### src/rtl/symcounter_pkg.sv
// Shared definitions for the countdown sequencer: FSM states, blank pattern,
// and the active-low 7-segment digit table.
package symcounter_pkg;

    typedef enum logic [2:0] {
        IDLE,
        LOAD,
        RUN,
        PAUSE,
        DONE
    } state_t;

    localparam logic [7:0] SEG_BLANK = 8'hFF;

    // Returns 10**n; used to find the largest value N digits can show.
    function automatic int pow10(input int n);
        int r;
        r = 1;
        for (int i = 0; i < n; i++) begin
            r = r * 10;
        end
        return r;
    endfunction

    // Active-low {g..a} pattern for one BCD digit; anything above 9 is blank.
    function automatic logic [6:0] seg_lookup(input logic [3:0] nibble);
        logic [6:0] pat;
        case (nibble)
            4'd0:    pat = 7'h40;
            4'd1:    pat = 7'h79;
            4'd2:    pat = 7'h24;
            4'd3:    pat = 7'h30;
            4'd4:    pat = 7'h19;
            4'd5:    pat = 7'h12;
            4'd6:    pat = 7'h02;
            4'd7:    pat = 7'h78;
            4'd8:    pat = 7'h00;
            4'd9:    pat = 7'h10;
            default: pat = 7'h7F;
        endcase
        return pat;
    endfunction

endpackage

### src/rtl/period_countdown_seq_if.sv
// Control and display bundle between the phase FSM (master) and the
// countdown sequencer (slave).
interface period_countdown_seq_if #(
    parameter int N_DIGITS = 2,
    parameter int LEVEL_W  = 4
);
    logic                  Clk1Hz;
    logic                  start;
    logic                  pause;
    logic                  abort;
    logic [LEVEL_W-1:0]    curLevel;
    logic                  busy;
    logic                  paused;
    logic                  done;
    logic [4*N_DIGITS-1:0] secsLeft;
    logic [8*N_DIGITS-1:0] seg;

    modport master (
        output Clk1Hz, start, pause, abort, curLevel,
        input  busy, paused, done, secsLeft, seg
    );

    modport slave (
        input  Clk1Hz, start, pause, abort, curLevel,
        output busy, paused, done, secsLeft, seg
    );
endinterface

### src/rtl/bcd_to_seg7.sv
// One display digit: BCD nibble to active-low {dp,g..a}. The blank input
// suppresses the segments only, so a decimal point can still be shown.
module bcd_to_seg7
    import symcounter_pkg::*;
(
    input  logic [3:0] nibble,
    input  logic       blank,
    input  logic       dp,
    output logic [7:0] seg
);
    assign seg = {~dp, blank ? 7'h7F : seg_lookup(nibble)};
endmodule

### src/rtl/period_countdown_seq.sv
// Level-scaled BCD countdown with pause/abort, edge-armed start and a
// registered multi-digit 7-segment output. Emits a 1-cycle done on expiry.
module period_countdown_seq
    import symcounter_pkg::*;
#(
    parameter int N_DIGITS  = 2,
    parameter int LEVEL_W   = 4,
    parameter int BASE_SECS = 10,
    parameter int STEP_SECS = 1,
    parameter int MIN_SECS  = 3,
    parameter int WARN_SECS = 3
) (
    input logic                   Clk100M,
    input logic                   Reset,
    period_countdown_seq_if.slave bus
);
    localparam int DW       = 4 * N_DIGITS;
    localparam int MAX_SECS = pow10(N_DIGITS) - 1;

    function automatic logic [DW-1:0] to_bcd(input int value);
        int            v;
        logic [DW-1:0] r;
        v = value;
        r = '0;
        for (int i = 0; i < N_DIGITS; i++) begin
            r[4*i +: 4] = 4'(v % 10);
            v = v / 10;
        end
        return r;
    endfunction

    localparam int            WARN_CLAMP = (WARN_SECS > MAX_SECS) ? MAX_SECS : WARN_SECS;
    localparam logic [DW-1:0] WARN_BCD   = to_bcd(WARN_CLAMP);

    state_t                state;
    logic [LEVEL_W-1:0]    level_q;
    logic [DW-1:0]         secs_left;
    logic                  busy;
    logic                  paused;
    logic                  done;
    logic [8*N_DIGITS-1:0] seg_q;
    logic [8*N_DIGITS-1:0] seg_next;
    logic                  clk1_meta;
    logic                  clk1_sync;
    logic                  clk1_prev;
    logic                  tick;
    logic                  start_q;
    logic                  start_edge;
    int                    dur;
    logic [DW-1:0]         load_bcd;
    logic [DW-1:0]         dec_bcd;
    logic                  borrow;
    logic                  dec_zero;
    logic                  warn;

    // Bring the slow clock into this domain and turn its rising edge into a tick.
    always_ff @(posedge Clk100M) begin
        if (Reset) begin
            clk1_meta <= 1'b0;
            clk1_sync <= 1'b0;
            clk1_prev <= 1'b0;
        end else begin
            clk1_meta <= bus.Clk1Hz;
            clk1_sync <= clk1_meta;
            clk1_prev <= clk1_sync;
        end
    end

    assign tick = clk1_sync & ~clk1_prev;

    // Remember last start level so a held start arms only one run.
    always_ff @(posedge Clk100M) begin
        if (Reset) begin
            start_q <= 1'b0;
        end else begin
            start_q <= bus.start;
        end
    end

    assign start_edge = bus.start & ~start_q;

    // Duration from the latched level: signed math, floored, then clipped to the display range.
    always_comb begin
        dur = BASE_SECS - int'(level_q) * STEP_SECS;
        if (dur < MIN_SECS) begin
            dur = MIN_SECS;
        end
        if (dur > MAX_SECS) begin
            dur = MAX_SECS;
        end
        load_bcd = to_bcd(dur);
    end

    // BCD decrement by one, rippling a borrow through digits that are already zero.
    always_comb begin
        dec_bcd = secs_left;
        borrow  = 1'b1;
        for (int i = 0; i < N_DIGITS; i++) begin
            if (borrow) begin
                if (secs_left[4*i +: 4] == 4'd0) begin
                    dec_bcd[4*i +: 4] = 4'd9;
                end else begin
                    dec_bcd[4*i +: 4] = secs_left[4*i +: 4] - 4'd1;
                    borrow            = 1'b0;
                end
            end
        end
        dec_zero = (dec_bcd == '0);
    end

    // Countdown sequencer; abort beats pause, pause beats tick.
    always_ff @(posedge Clk100M) begin
        if (Reset) begin
            state     <= IDLE;
            level_q   <= '0;
            secs_left <= '0;
            busy      <= 1'b0;
            paused    <= 1'b0;
            done      <= 1'b0;
        end else begin
            done <= 1'b0;
            case (state)
                IDLE: begin
                    if (start_edge) begin
                        level_q <= bus.curLevel;
                        busy    <= 1'b1;
                        state   <= LOAD;
                    end
                end
                LOAD: begin
                    if (bus.abort) begin
                        secs_left <= '0;
                        busy      <= 1'b0;
                        state     <= IDLE;
                    end else begin
                        secs_left <= load_bcd;
                        state     <= RUN;
                    end
                end
                RUN: begin
                    if (bus.abort) begin
                        secs_left <= '0;
                        busy      <= 1'b0;
                        state     <= IDLE;
                    end else if (bus.pause) begin
                        paused <= 1'b1;
                        state  <= PAUSE;
                    end else if (tick) begin
                        secs_left <= dec_bcd;
                        if (dec_zero) begin
                            done  <= 1'b1;
                            busy  <= 1'b0;
                            state <= DONE;
                        end
                    end
                end
                PAUSE: begin
                    if (bus.abort) begin
                        secs_left <= '0;
                        busy      <= 1'b0;
                        paused    <= 1'b0;
                        state     <= IDLE;
                    end else if (!bus.pause) begin
                        paused <= 1'b0;
                        state  <= RUN;
                    end
                end
                DONE: begin
                    state <= IDLE;
                end
                default: begin
                    secs_left <= '0;
                    busy      <= 1'b0;
                    paused    <= 1'b0;
                    state     <= IDLE;
                end
            endcase
        end
    end

    assign warn = (secs_left <= WARN_BCD);

    for (genvar i = 0; i < N_DIGITS; i++) begin : g_digit
        logic blank;
        logic dp;
        if (i == 0) begin : g_lsd
            assign blank = 1'b0;
        end else begin : g_msd
            assign blank = (secs_left[DW-1:4*i] == '0);
        end
        assign dp = (state == PAUSE) || ((i == 0) && (state == RUN) && warn);
        bcd_to_seg7 u_seg (
            .nibble (secs_left[4*i +: 4]),
            .blank  (blank),
            .dp     (dp),
            .seg    (seg_next[8*i +: 8])
        );
    end

    // Register the display so it trails secsLeft by one cycle; IDLE shows nothing.
    always_ff @(posedge Clk100M) begin
        if (Reset) begin
            seg_q <= {N_DIGITS{SEG_BLANK}};
        end else if (state == IDLE) begin
            seg_q <= {N_DIGITS{SEG_BLANK}};
        end else begin
            seg_q <= seg_next;
        end
    end

    assign bus.busy     = busy;
    assign bus.paused   = paused;
    assign bus.done     = done;
    assign bus.secsLeft = secs_left;
    assign bus.seg      = seg_q;
endmodule
### src/flat_wrapper.sv
// flat-port wrapper written by rule: the top's interface ports become plain ports
module period_countdown_seq_flat import symcounter_pkg::*;
#(
    parameter int N_DIGITS  = 2,
    parameter int LEVEL_W   = 4,
    parameter int BASE_SECS = 10,
    parameter int STEP_SECS = 1,
    parameter int MIN_SECS  = 3,
    parameter int WARN_SECS = 3
)
  (Clk100M, Reset, bus_Clk1Hz, bus_start, bus_pause, bus_abort, bus_curLevel, bus_busy, bus_paused, bus_done, bus_secsLeft, bus_seg);
  period_countdown_seq_if #(.N_DIGITS(N_DIGITS), .LEVEL_W(LEVEL_W)) bus_i ();
  input logic Clk100M;
  input logic Reset;
  input wire logic [$bits(bus_i.Clk1Hz)-1:0] bus_Clk1Hz;
  input wire logic [$bits(bus_i.start)-1:0] bus_start;
  input wire logic [$bits(bus_i.pause)-1:0] bus_pause;
  input wire logic [$bits(bus_i.abort)-1:0] bus_abort;
  input wire logic [$bits(bus_i.curLevel)-1:0] bus_curLevel;
  output wire logic [$bits(bus_i.busy)-1:0] bus_busy;
  output wire logic [$bits(bus_i.paused)-1:0] bus_paused;
  output wire logic [$bits(bus_i.done)-1:0] bus_done;
  output wire logic [$bits(bus_i.secsLeft)-1:0] bus_secsLeft;
  output wire logic [$bits(bus_i.seg)-1:0] bus_seg;
  assign bus_i.Clk1Hz = bus_Clk1Hz;
  assign bus_i.start = bus_start;
  assign bus_i.pause = bus_pause;
  assign bus_i.abort = bus_abort;
  assign bus_i.curLevel = bus_curLevel;
  assign bus_busy = bus_i.busy;
  assign bus_paused = bus_i.paused;
  assign bus_done = bus_i.done;
  assign bus_secsLeft = bus_i.secsLeft;
  assign bus_seg = bus_i.seg;
  period_countdown_seq #(.N_DIGITS(N_DIGITS), .LEVEL_W(LEVEL_W), .BASE_SECS(BASE_SECS), .STEP_SECS(STEP_SECS), .MIN_SECS(MIN_SECS), .WARN_SECS(WARN_SECS)) u_core (.Clk100M(Clk100M), .Reset(Reset), .bus(bus_i));
endmodule
### config.mk
export PLATFORM = sky130hd
export DESIGN_NAME = period_countdown_seq_flat
export DESIGN_NICKNAME = d
export VERILOG_FILES = /design/src/rtl/symcounter_pkg.sv /design/src/rtl/period_countdown_seq_if.sv /design/src/rtl/bcd_to_seg7.sv /design/src/rtl/period_countdown_seq.sv /design/src/flat_wrapper.sv
export SDC_FILE = /design/constraint.sdc
export NUM_CORES = 1
export LEC_CHECK = 0
export ABC_AREA = 1
export BUFFER_PORTS_ARGS = -buffer_cell sky130_fd_sc_hd__buf_2
export CORE_ASPECT_RATIO = 0.9
export CORE_MARGIN = 1
export CORE_UTILIZATION = 49
export CTS_BUF_LIST = sky130_fd_sc_hd__clkbuf_2 sky130_fd_sc_hd__clkbuf_4 sky130_fd_sc_hd__clkbuf_8
export CTS_CLUSTER_SIZE = 28
export DETAILED_ROUTE_END_ITERATION = 10
export GPL_ROUTABILITY_DRIVEN = 0
export GPL_TIMING_DRIVEN = 0
export PLACE_DENSITY = 0.83
export SETUP_SLACK_MARGIN = 0.4
export SYNTH_ARGS = -nofsm -noshare
export SYNTH_HDL_FRONTEND = slang
export SYNTH_SLANG_ARGS = --single-unit
### constraint.sdc
create_clock -name Clk100M -period 2.1 [get_ports Clk100M]
set_input_delay 0.42 -clock Clk100M [delete_from_list [all_inputs] [get_ports Clk100M]]
set_output_delay 0.42 -clock Clk100M [all_outputs]
set_load 0.05 [all_outputs]
Word level (Yosys, flattened, before mapping) --
Memory sizes are Yosys's and may differ from the RTL's. A register that Yosys moved wholly into a read port is not among the register bits. Cells that the tools add are included.
Operators by class: add/subtract/negate cells 3, div/mod/pow operators 3, order comparisons 3, eq/ne operators 15, mux-type cells 34, bitwise operators 11, reductions and logical operators 17
Operators with widths (number):
- $mod A32 B5 Y32 const B | 2
- $mux W32 | 2
- $mux W8 | 5
- $div A32 B5 Y32 const B | 1
- $gt A32 B8 Y1 const B | 1
- $lt A32 B3 Y1 const B | 1
- $pmux W8 S4 | 1
- $mux W3 | 7
- $mux W1 | 12
- $mux W4 | 3
- $pmux W3 S4 | 1
- $reduce_and A4 Y1 | 3
- $not A1 Y1 | 9
- $le A8 B2 Y1 const B | 1
- $logic_not A4 Y1 | 2
- $logic_not A8 Y1 | 1
- $ne A4 B3 Y1 const B | 2
- $sub A4 B1 Y4 const B | 2
- $eq A3 B2 Y1 const B | 2
- $ne A2 B2 Y1 const B | 3
- $ne A3 B2 Y1 const B | 2
- $ne A3 B3 Y1 const B | 2
- $reduce_and A6 Y1 | 1
- $reduce_or A2 Y1 | 3
- 14 further kinds | 17
Storage, ports and cells: flip-flop bits (word level) 31, bits in read-only memories 224, memories 2
Memories:
- (name not given) | words 16, width 7, rd ports 1, clocked after memory_dff 1, wr ports 0, RTL line symcounter_pkg.sv:28 | case (nibble)
- (name not given) | words 16, width 7, rd ports 1, clocked after memory_dff 1, wr ports 0, RTL line symcounter_pkg.sv:28

Logic depth before layout (Yosys ltp) --
Gate-level depths: netlist (run 1).
word-level depth 9, mapped depth 18

Cells and area by module --
A second synthesis (run 1) with hierarchy kept.
Second synthesis, totals: cell total of the unflattened synthesis 481, area, all modules 3174.3 um^2
Modules (own cells, without submodules):
- period_countdown_seq | instances 1, cells an instance 405, area an instance 2748.9 um^2
- bcd_to_seg7 | instances 2, cells an instance 38, area an instance 212.7 um^2

Worst setup path before layout (run 1) --
No wires, ideal clock.
path kind reg2reg, start point register u_core.secs_left[4] (netlist: u_core.bus.secsLeft[4]), end point register u_core.busy (netlist: u_core.bus.busy), setup time 0.115 ns, arrival time 2.184 ns, required time 1.985 ns, slack -0.199 ns, stages on the path, launching flop included 15, path buffers 0, clock period less this slack 2.299 ns, cells stage by stage dfxtp_1 > inv_1 > ha_1 > ha_1 > inv_1 > nand3_1 > nor2_2 > nor2_2 > nand2_2 > nor2_2 > nand2_1 > nand2_2 > nand3_1 > nand2_1 > a21oi_2
On the way: cells in the longest elaborated chain, start to end 6
RTL lines:
- start, declared | RTL line period_countdown_seq.sv:37 | logic [DW-1:0] secs_left;
- start signal, assigned | RTL line period_countdown_seq.sv:136 | secs_left <= load_bcd;
- $sub A4 B1 Y4 or $logic_not A4 Y1 (tied branches) | RTL line period_countdown_seq.sv:103, period_countdown_seq.sv:100
- $mux W4 | RTL line period_countdown_seq.sv:100 | if (secs_left[4*i +: 4] == 4'd0) begin
- $mux W4 (*) | RTL line period_countdown_seq.sv:99 | if (borrow) begin
- $logic_not A8 Y1 (*) | RTL line period_countdown_seq.sv:108 | dec_zero = (dec_bcd == '0);
- $ne A3 B2 Y1 (no line) (*)
- $reduce_and A6 Y1 (no line) (*)
- end signal, assigned | RTL line period_countdown_seq.sv:117 | busy <= 1'b0;
- end signal, assigned | RTL line period_countdown_seq.sv:126 | busy <= 1'b1;
- end signal, assigned | RTL line period_countdown_seq.sv:133 | busy <= 1'b0;
- end, declared | RTL line period_countdown_seq.sv:38 | logic busy;
Mark *: on every way between the ends. The rest lies on a longest branch, timed or not. A chain may end at the register's enable or synchronous reset.

Worst setup path after layout (run 1) --
start point register u_core.level_q[1], end point register u_core.secs_left[2] (netlist: u_core.bus.secsLeft[2])
On the way: cells in the longest elaborated chain, start to end 8
RTL lines:
- start, declared | RTL line period_countdown_seq.sv:36 | logic [LEVEL_W-1:0] level_q;
- start signal, assigned | RTL line period_countdown_seq.sv:125 | level_q <= bus.curLevel;
- $sub A4 B4 Y5 (*) | RTL line period_countdown_seq.sv:84 | dur = BASE_SECS - int'(level_q) * STEP_SECS;
- $lt A32 B3 Y1 | RTL line period_countdown_seq.sv:85 | if (dur < MIN_SECS) begin
- $mux W32 (*) | RTL line period_countdown_seq.sv:85
- $gt A32 B8 Y1 | RTL line period_countdown_seq.sv:88 | if (dur > MAX_SECS) begin
- $mux W32 (*) | RTL line period_countdown_seq.sv:88
- $mod A32 B5 Y32 (*) | RTL line period_countdown_seq.sv:26 | r[4*i +: 4] = 4'(v % 10);
- $mux W8 (*) | RTL line period_countdown_seq.sv:131 | if (bus.abort) begin
- $pmux W8 S4 (*) | RTL line period_countdown_seq.sv:122 | case (state)
Marked as above.

==> results of run 1 <==
## synth_stat cells (2+ instances only)
library cell  count
nand2_2           8
inv_2             4
a21oi_2           2
or2_2             3
nor2_2            8
dfxtp_1          38
a21oi_1          15
inv_1            39
nor3_1            3
ha_1             13
o211ai_1          2
nand3_1          15
o21ai_0          20
nand2_1          69
nand3_2           4
nor2_1           35
clkbuf_1          2
## worst max-delay path, cell delays in order, from the launching register on
cell,delay [ns]
dfxtp_4,0.36
ha_4,0.17
inv_4,0.07
a21oi_4,0.05
nor2_2,0.15
inv_2,0.07
nand2_4,0.08
inv_2,0.04
nor2_2,0.09
inv_1,0.05
ha_2,0.31
inv_1,0.06
nand2_2,0.09
nand2_2,0.07
nand2_2,0.07
nand2_2,0.05
nand2_2,0.06
a21oi_2,0.05
## repair_timing
item / 4_1_cts / 5_1_grt
setup endpoints to repair: 7 / 18
gates resized for setup: 6 / 36
setup buffers: 19 / 5
pin swaps: 10 / 16
## worst max-delay path by stage
stage | to | startpoint | slack [ns] | depth (start not counted)
global placement | u_core.bus.secsLeft[2]$_SDFFE_PP0P_ | u_core.level_q[0]$_SDFFE_PP0P_ | 0.13 | 17
detailed placement | u_core.bus.secsLeft[2]$_SDFFE_PP0P_ | u_core.level_q[0]$_SDFFE_PP0P_ | 0.09 | 17
global route | u_core.bus.secsLeft[2]$_SDFFE_PP0P_ | u_core.level_q[1]$_SDFFE_PP0P_ | -0.003 | 17
floorplan | u_core.bus.secsLeft[2]$_SDFFE_PP0P_ | u_core.level_q[0]$_SDFFE_PP0P_ | 0.31 | 17
CTS | u_core.bus.secsLeft[2]$_SDFFE_PP0P_ | u_core.level_q[0]$_SDFFE_PP0P_ | 0.22 | 17
finish | u_core.bus.secsLeft[2]$_SDFFE_PP0P_ | u_core.level_q[1]$_SDFFE_PP0P_ | 0.09 | 17
## routing by layer
layer	routed length, um	global-route usage (%)
met2	2620	40.1
met4	142	10.3
met1	2260	26.7
met3	319	7.10
met5	0	0
## kinds of logic after synthesis
group           after synthesis
flops                        38
compound gates               44
fa+ha+maj                    13
simple gates                153
buf+inv                      47
## placed cells by master, fill, tap and decap left out, types with 2 or more instances in the layout
cell type  Yosys  layout
a21oi_2        2       4
nor2_1        35      33
nor2_4         1       3
ha_1          13       6
nand3_2        4       8
ha_2           0       2
inv_1         39      30
buf_4          0      19
dfxtp_4        0       6
inv_2          4      10
a21oi_1       15      12
nor2_2         8       8
clkbuf_8       0       5
inv_4          1       4
o211ai_1       2       2
buf_2          0      35
or2_2          3       3
ha_4           0       5
nor3_1         3       3
nand2_1       69      56
dfxtp_2        0       5
o21ai_2        1       2
nand2_4        1       2
buf_6          1       6
nand3_1       15      11
clkinv_2       0       2
clkbuf_1       2       2
dfxtp_1       38      27
o21ai_0       20      19
nand2_2        8      20
## report_power, final
part | switching [uW] | internal [uW] | leakage, uW
logic | 732 | 391 | 0.000969
clock network | 262 | 243 | 0.0000484
registers | 60.1 | 797 | 0.000318
total | 1050 | 1430 | 0.00134
## metrics by stage
stage	total power, uW	util, %	cells
final	2480	68.9	410
after global routing	2620	68.9	410
after CTS	2330	65.4	405
after detailed placement	1740	59.0	378
after global placement	1720	59.0	378
after floorplan	1570	-	295
## sequential cells by signal, summed over array words and instances, names as in the netlist, 3 cells and up
name / count
u_core.state: 3
u_core.level_q: 4
u_core.bus.secsLeft: 8
u_core.bus.seg: 16
## cell type report
| class | count | area [um^2] | share of cell area [%] |
|---|---|---|---|
| Sequential cell | 38 | 790 | 28.0 |
| Tap cell | 48 | 60.1 | 2.13 |
| Multi-Input combinational cell | 210 | 1320 | 46.7 |
| Clock inverter | 2 | 10.0 | 0.354 |
| Clock buffer | 6 | 76.3 | 2.70 |
| Buffer | 3 | 18.8 | 0.665 |
| Inverter | 44 | 175 | 6.20 |
| Timing Repair Buffer | 59 | 374 | 13.2 |
==> out/qor.yml, run 1 <==
yosys.area_share.simple_pct: 34.5
firstDrtPassIters: 9
powerDensity_nw_per_um2: 880
rows: 22
endpoint_kind: "flop"
die_w_um: 71.1
min_path_cells: 3
synthTopCellsByArea: "dfxtp_1 (36%), nand2_1 (12%), ha_1 (7.7%)"
grt_pass1_vias: 1931
synth_warnings: 0
finalCritPeriodShare_pct: 96.0
synth_top_area_share_pct: 36.1
dp_slack_ns: 0.0905
timing.hold.ws_ns: 0.310
tns_ns: 0
async_flop_share_pct: 0
cts.sinks: 38
synth-xor-area-share_pct: 0
violations: "DRC"
first_iter_violations: 124
synth_cells: 295
insertion_delay_ns: 0.30
synth_edf_count: 0
cts_max_path_buffers: 2
syn_area_um2: 2100
finalHoldViolCount: 0
rsz0062_at_grt: "true"
min_to: "u_core.clk1_meta$_SDFF_PP0_"
avgSynthCellArea_um2: 7.13
seq_area_frac_synth_pct: 36.1
die_area_um2: 4560
syn_nets: 318
yosysTopAreaCell: "dfxtp_1"
num_io_pins: 37
layout.nets: 384
crit_arrival_ns: 2.19
skew_ns: 0.00904
synth-compound-area-share_pct: 12.7
drc: 3
hold_path.class: "in -> reg"
ys_types: 32
synth_top_family_by_area: "simple AND/OR/NAND/NOR gates"
worstMarginPinSlew_ns: 0.550
grt_pass1_wl_mm: 8.16
max_freq_mhz: 496
initial_core_util_pct: 51.3
final_cell_area_um2: 2820
hp-start: "bus_Clk1Hz"
wl_per_cell_um: 13.0
critPathKind: "reg -> reg"
synth_mux_area_share_pct: 0
grt_max_degree: 13
drt_wl_total_mm: 5.34
place_area_um2: 2420
cap_violations: 0
die_h_um: 64.2
status: "complete, but fails checks"
finalCriticalPeriod_ns: 2.01
track_usage_pct: 23.3
r2r-start: "u_core.level_q[1]$_SDFFE_PP0P_"
power_leakage_uw: 0.00134
required_ns: 2.27
cts_root_buffer: "clkbuf_8"
reg2reg_slack_ns: 0.09
numCtsBuffers: 5
slew_headroom_pct: 63.3
max-vdd-ir-drop_uv: 553
antenna_found_initial: 0
drtAntennaViolNets: 0
path_max_fanout: 4
maxSlewViolCount: 0
overflow: 0
reg2regPathDepth: 17
synth-seq-cells: 38
htreeDepth: 2
dp_hpwl_mm: 3.34
fillers: 336
startpoint_type: "flop"
setup_slack_ns: 0.0850
cts_hold_buf: 0
r2r-end: "u_core.bus.secsLeft[2]$_SDFFE_PP0P_"
area.growth.synth_to_final_pct: 34.2
synth_ff_type: "dfxtp_1"
clk_pin_slew_ns: 0.08
vias: 2144
antennaDiodeCount: 0
drive_gt1_share_pct: 42.8
setup_viol: 0
viasPerCell: 5.23
io_buffers: 35
cts_tree: "built"
coreArea_um2: 4100
synthAdderAreaFrac_pct: 7.73
(Power assumes the default switching activity.)
==> run 2, diff against run 1 <==
Settings changed: CORE_UTILIZATION 49 to 58, PLACE_DENSITY 0.83 to 0.94.
Clock period 2.1 ns to 2.2 ns, I/O delays scaled along.
==> run 2 against run 1 <==
  * Critical endpoint unchanged
  * Clock skew fell by 0.0062 ns
  * Clock power rose by 22%
  * Sequential power fell by 3.5%
  * The run now ends clean
  * Combinational power barely moved
  * Setup slack improved by 0.14 ns
  * Cell area rose by 2.5%
  * Largest cell class unchanged
==> out/qor.yml, run 2 (synthesized netlist as in run 1, its figures left out) <==
htreeDepth: 2  # unchanged
reg2regPathDepth: 18  # +1
overflow: 0  # unchanged
path_cells: "ha_4 > inv_4 > nand2_2 > nand2_2 > nand2_1 > nand2_1 > nand2_4 > inv_2 > nor2_1 > inv_1 > ha_4 > inv_2 > nand2_2 > nand2_2 > nand2_2 > nand2_1 > nand2_1 > a21oi_2"
endpoint_kind: "flop"
skew_ns: 0.00284  # -0.00620 ns
firstDrtPassIters: 6  # -3
power_leakage_uw: 0.00136  # +1.6%
tns_ns: 0  # unchanged
r2r-start: "u_core.level_q[1]$_SDFFE_PP0P_"
slew_headroom_pct: 56.4  # -6.9 points
drtAntennaViolNets: 0  # unchanged
place_area_um2: 2390  # -1.3%
drc: 0  # -3
multiInputGateArea_um2: 1370  # +4.1%
setup_slack_ns: 0.222  # +0.137 ns
dp_slack_ns: 0.188  # +0.0971 ns
slowest_stage: "dfxtp_4"
num_io_pins: 37  # unchanged
io_buffers: 35  # unchanged
first_iter_violations: 266  # +110%
die_h_um: 59.1  # -7.8%
maxSlewViolCount: 0  # unchanged
layout_commonest_cell: "nand2_1"
die_w_um: 65.5  # -7.9%
register_area_um2: 786  # -0.48%
track_usage_pct: 28.2  # +4.8 points
required_ns: 2.36  # +0.09 ns
die_area_um2: 3870  # -15%
startpoint_type: "flop"
cts_root_buffer: "clkbuf_8"
cts_max_path_buffers: 2  # unchanged
wl_per_cell_um: 17.1  # +31%
cap_violations: 0  # unchanged
critPathKind: "reg -> reg"
clk_pin_slew_ns: 0.07  # about the same
viasPerCell: 6.01  # +15%
grt_max_degree: 12  # -1
powerDensity_nw_per_um2: 894  # +1.6%
initial_core_util_pct: 61.4  # +10 points
rsz0062_at_grt: "true"
finalCritPeriodShare_pct: 89.9  # -6.0 points
endpoint: "u_core.bus.secsLeft[2]$_SDFFE_PP0P_"
coreArea_um2: 3430  # -16%
path_buf_inv: 4  # -1
fillers: 167  # -50%
max_freq_mhz: 506  # +1.9%
crit_arrival_ns: 2.14  # -0.05 ns
r2r-end: "u_core.bus.secsLeft[2]$_SDFFE_PP0P_"
cp_common_cell: "nand2_2"
grt_pass1_vias: 1929  # -0.10%
numCtsBuffers: 5  # unchanged
reg2reg_slack_ns: 0.22  # +0.14 ns
rows: 20  # -9.1%
drive_gt1_share_pct: 42.3  # -0.51 points
status: "finished, final reports clean"
final_cell_mix: "nand2_1 (57), buf_2 (35), nor2_1 (32)"
crit_cells: 18  # +1
drt_wl_total_mm: 6.96  # +30%
hold_path.class: "in -> reg"
antenna_found_initial: 0  # unchanged
finalCriticalPeriod_ns: 1.98  # -0.0370 ns
cts_hold_buf: 0  # unchanged
max-vdd-ir-drop_uv: 583  # +5.5%
largest_reg_flops: 16  # unchanged
path_max_fanout: 4  # unchanged
layout.nets: 386  # +0.52%
startpoint: "u_core.level_q[1]$_SDFFE_PP0P_"
final_cell_area_um2: 2890  # +2.5%
setup_viol: 0  # unchanged
worstMarginPinSlew_ns: 0.654  # +0.104 ns
vias: 2452  # +14%
min_path_cells: 3  # unchanged
grt_pass1_wl_mm: 8.33  # +2.0%
cts.sinks: 38  # unchanged
antennaDiodeCount: 0  # unchanged
crit_family: "simple AND/OR/NAND/NOR gates"
finalHoldViolCount: 0  # unchanged
area.growth.synth_to_final_pct: 37.5
cts_tree: "built"
dp_hpwl_mm: 3.38  # +1.1%
insertion_delay_ns: 0.29  # about the same
slowest_delay_ns: 0.38  # +0.02 ns
run 2: cell types whose count changed in the layout (fill, tap and decap cells not counted), moves of 2 or more:
cell and change:
nor2_4 +4, buf_4 +6, nand3_2 -2, buf_6 -5
nand2_4 +2, clkinv_2 -2, dfxtp_2 -3, inv_1 -2
dfxtp_1 +3, inv_4 +2, nand2_2 -3, ha_2 -2
nor2_2 -2
run 2: power breakdown:
group	switching [uW]	internal, uW	leakage [uW]
sequential	67.6	759	0.000316
combinational	772	374	0.000981
clock	250	364	0.0000593
run 2: tightest hold or removal path, delay by kind of cell:
family | cells | cell delay [ns]
buffers and inverters | 2 | 0.11
and+or+nand+nor | 1 | 0.06
run 2: area by class of cell:
class	count	share of cell area, %
inverters	44	6.36
plain buffers	3	0.649
flip-flops and latches	38	27.2
clock buffers	7	2.90
well taps	44	1.90
repair buffers	60	12.5
multi-input cells	211	47.5
clock inverters	1	1.04
run 2: what timing repair did:
item	CTS	global route
pin swaps	12	24
cloned	0	1
endpoints found under the hold margin	0	0
buffers inserted	9	16
endpoints found under the setup margin	5	10
resized for setup	16	33
run 2: metal layers:
metal | vias up | global-route usage [%] | wire length (um)
li1 | 1075 | - | -
met4 | 0 | 15.2 | 361
met1 | 1132 | 34.7 | 2690
met3 | 54 | 6.35 | 611
met2 | 191 | 45.9 | 3290
met5 | - | 0 | 0
run 2: worst min path at each step:
stage                                      startpoint                           to
after floorplan           u_core.clk1_meta$_SDFF_PP0_  u_core.clk1_sync$_SDFF_PP0_
after global placement    u_core.clk1_meta$_SDFF_PP0_  u_core.clk1_sync$_SDFF_PP0_
after detailed placement  u_core.clk1_meta$_SDFF_PP0_  u_core.clk1_sync$_SDFF_PP0_
after CTS                                  bus_Clk1Hz  u_core.clk1_meta$_SDFF_PP0_
after global routing                       bus_Clk1Hz  u_core.clk1_meta$_SDFF_PP0_
final                                      bus_Clk1Hz  u_core.clk1_meta$_SDFF_PP0_
run 2: per-stage QoR:
| stage | power [uW] | utilization (%) | hold slack (ns) | cells |
|---|---|---|---|---|
| finish | 2590 | 84.4 | 0.344 | 408 |
| global route | 2680 | 84.4 | 0.348 | 408 |
| CTS | 2310 | 76.8 | 0.348 | 391 |
| detailed placement | 1650 | 69.6 | 0.403 | 374 |
| global placement | 1620 | 69.6 | 0.396 | 374 |
| floorplan | 1480 | - | 0.388 | 295 |
==> run 3, diff against run 2 <==
Settings changed: CORE_UTILIZATION 58 to 50, PLACE_DENSITY 0.94 to 0.85.
==> run 3 against run 2 <==
  * Flip-flop and latch count did not move
  * Clock power fell by 16%
  * Critical endpoint unchanged
  * Clock-buffer cell count rose by 1
  * Largest cell class unchanged
  * Largest power group unchanged
==> out/qor.yml, run 3 (synthesized netlist as in run 1, its figures left out) <==
die_h_um: 63.5  # +7.4%
layout_commonest_cell: "nand2_1"
crit_cells: 17  # -1
die_w_um: 70.4  # +7.5%
wl_per_cell_um: 12.1  # -29%
drc: 0  # unchanged
powerDensity_nw_per_um2: 838  # -6.3%
cp_common_cell: "nand2_1"
crit_arrival_ns: 2.09  # -0.05 ns
antennaDiodeCount: 0  # unchanged
crit_family: "simple AND/OR/NAND/NOR gates"
max_freq_mhz: 534  # +5.6%
antenna_found_initial: 0  # unchanged
finalHoldViolCount: 0  # unchanged
cts_root_buffer: "clkbuf_8"
initial_core_util_pct: 54.5  # -6.9 points
max-vdd-ir-drop_uv: 547  # -6.3%
tns_ns: 0  # unchanged
setup_viol: 0  # unchanged
firstDrtPassIters: 5  # -1
slowest_delay_ns: 0.36  # -0.02 ns
status: "finished, final reports clean"
endpoint_kind: "flop"
worstMarginPinSlew_ns: 0.515  # -0.139 ns
final_cell_mix: "nand2_1 (63), buf_2 (35), nor2_1 (33)"
maxSlewViolCount: 0  # unchanged
critPathKind: "reg -> reg"
dp_hpwl_mm: 3.39  # +0.40%
cts_max_path_buffers: 2  # unchanged
cts_tree: "built"
finalCriticalPeriod_ns: 1.87  # -0.105 ns
num_io_pins: 37  # unchanged
rows: 21  # +5.0%
viasPerCell: 5.25  # -13%
overflow: 0  # unchanged
layout.nets: 377  # -2.3%
power_leakage_uw: 0.00130  # -4.5%
area.growth.synth_to_final_pct: 29.1
numCtsBuffers: 5  # unchanged
grt_max_degree: 12  # unchanged
insertion_delay_ns: 0.29  # about the same
drtAntennaViolNets: 0  # unchanged
multiInputGateArea_um2: 1280  # -7.1%
hold_path.class: "in -> reg"
htreeDepth: 2  # unchanged
path_buf_inv: 5  # +1
coreArea_um2: 3860  # +13%
path_max_fanout: 4  # unchanged
register_area_um2: 786  # unchanged
drt_wl_total_mm: 4.86  # -30%
startpoint_type: "flop"
drive_gt1_share_pct: 37.7  # -4.6 points
reg2regPathDepth: 17  # -1
setup_slack_ns: 0.327  # +0.105 ns
finalCritPeriodShare_pct: 85.1  # -4.8 points
rsz0062_at_grt: "true"
grt_pass1_wl_mm: 7.91  # -5.1%
io_buffers: 35  # unchanged
dp_slack_ns: 0.179  # -0.00858 ns
slew_headroom_pct: 65.7  # +9.3 points
fillers: 325  # +95%
grt_pass1_vias: 1892  # -1.9%
die_area_um2: 4470  # +15%
path_cells: "buf_4 > ha_1 > inv_1 > nand2_2 > nand2_2 > nand2_4 > inv_2 > nor2_2 > inv_1 > ha_2 > inv_1 > nand2_1 > nand2_1 > nand2_1 > nand2_1 > nand2_1 > a21oi_1"
track_usage_pct: 22.3  # -5.8 points
min_path_cells: 3  # unchanged
skew_ns: 0.00500  # +0.00216 ns
vias: 2107  # -14%
required_ns: 2.42  # +0.06 ns
cts_hold_buf: 0  # unchanged
slowest_stage: "dfxtp_4"
cap_violations: 0  # unchanged
first_iter_violations: 200  # -25%
clk_pin_slew_ns: 0.07  # about the same
largest_reg_flops: 16  # unchanged
cts.sinks: 38  # unchanged
run 3: worst paths after layout:
path	start	to	slack, ns
worst max-delay path	u_core.level_q[0]$_SDFFE_PP0P_	u_core.bus.secsLeft[2]$_SDFFE_PP0P_	0.33
worst min-delay path	bus_Clk1Hz	u_core.clk1_meta$_SDFF_PP0_	0.35
worst max register to register	u_core.level_q[0]$_SDFFE_PP0P_	u_core.bus.secsLeft[2]$_SDFFE_PP0P_	0.33
worst min register to register	u_core.clk1_meta$_SDFF_PP0_	u_core.clk1_sync$_SDFF_PP0_	0.40
run 3: cell type report:
cell class	instances	share of cell area [%]
Multi-Input combinational cell	210	47.0
Sequential cell	38	28.9
Timing Repair Buffer	52	11.3
Inverter	44	6.45
Clock buffer	8	3.59
Tap cell	46	2.12
Buffer	3	0.691
run 3: through the flow:
stage	hold WS (ns)	area (um^2)	power, uW	std cells	util [%]
after floorplan	0.388	2160	1480	295	-
after global placement	0.390	2390	1630	376	61.8
after detailed placement	0.398	2390	1640	376	61.8
after CTS	0.343	2600	2230	395	67.4
after global routing	0.359	2720	2400	401	70.4
final	0.347	2720	2280	401	70.4
run 3: power breakdown:
group	switching (uW)	internal, uW	total, uW
clock network	237	280	517
logic	634	309	942
registers	58.2	759	817
run 3: timing repair:
action	4_1_cts	5_1_grt
endpoints found under the setup margin	4	8
resized for setup	12	17
pin swaps	12	19
setup buffers	11	6
run 3: layer usage:
layer	vias to the layer above	wire (um)	GRT usage (%)
met5	-	0	0
met2	71	2360	38.6
li1	1056	-	-
met3	12	321	5.12
met1	968	2100	26.5
met4	0	88	9.00
run 3: worst reg2reg max path, cell delays in order (launching register included):
cell     delay [ns]
dfxtp_4        0.36
buf_4          0.14
ha_1           0.18
inv_1          0.06
nand2_2        0.05
nand2_2        0.09
nand2_4        0.06
inv_2          0.06
nor2_2         0.03
inv_1          0.05
ha_2           0.25
inv_1          0.05
nand2_1        0.05
nand2_1        0.07
nand2_1        0.07
nand2_1        0.06
nand2_1        0.04
a21oi_1        0.13
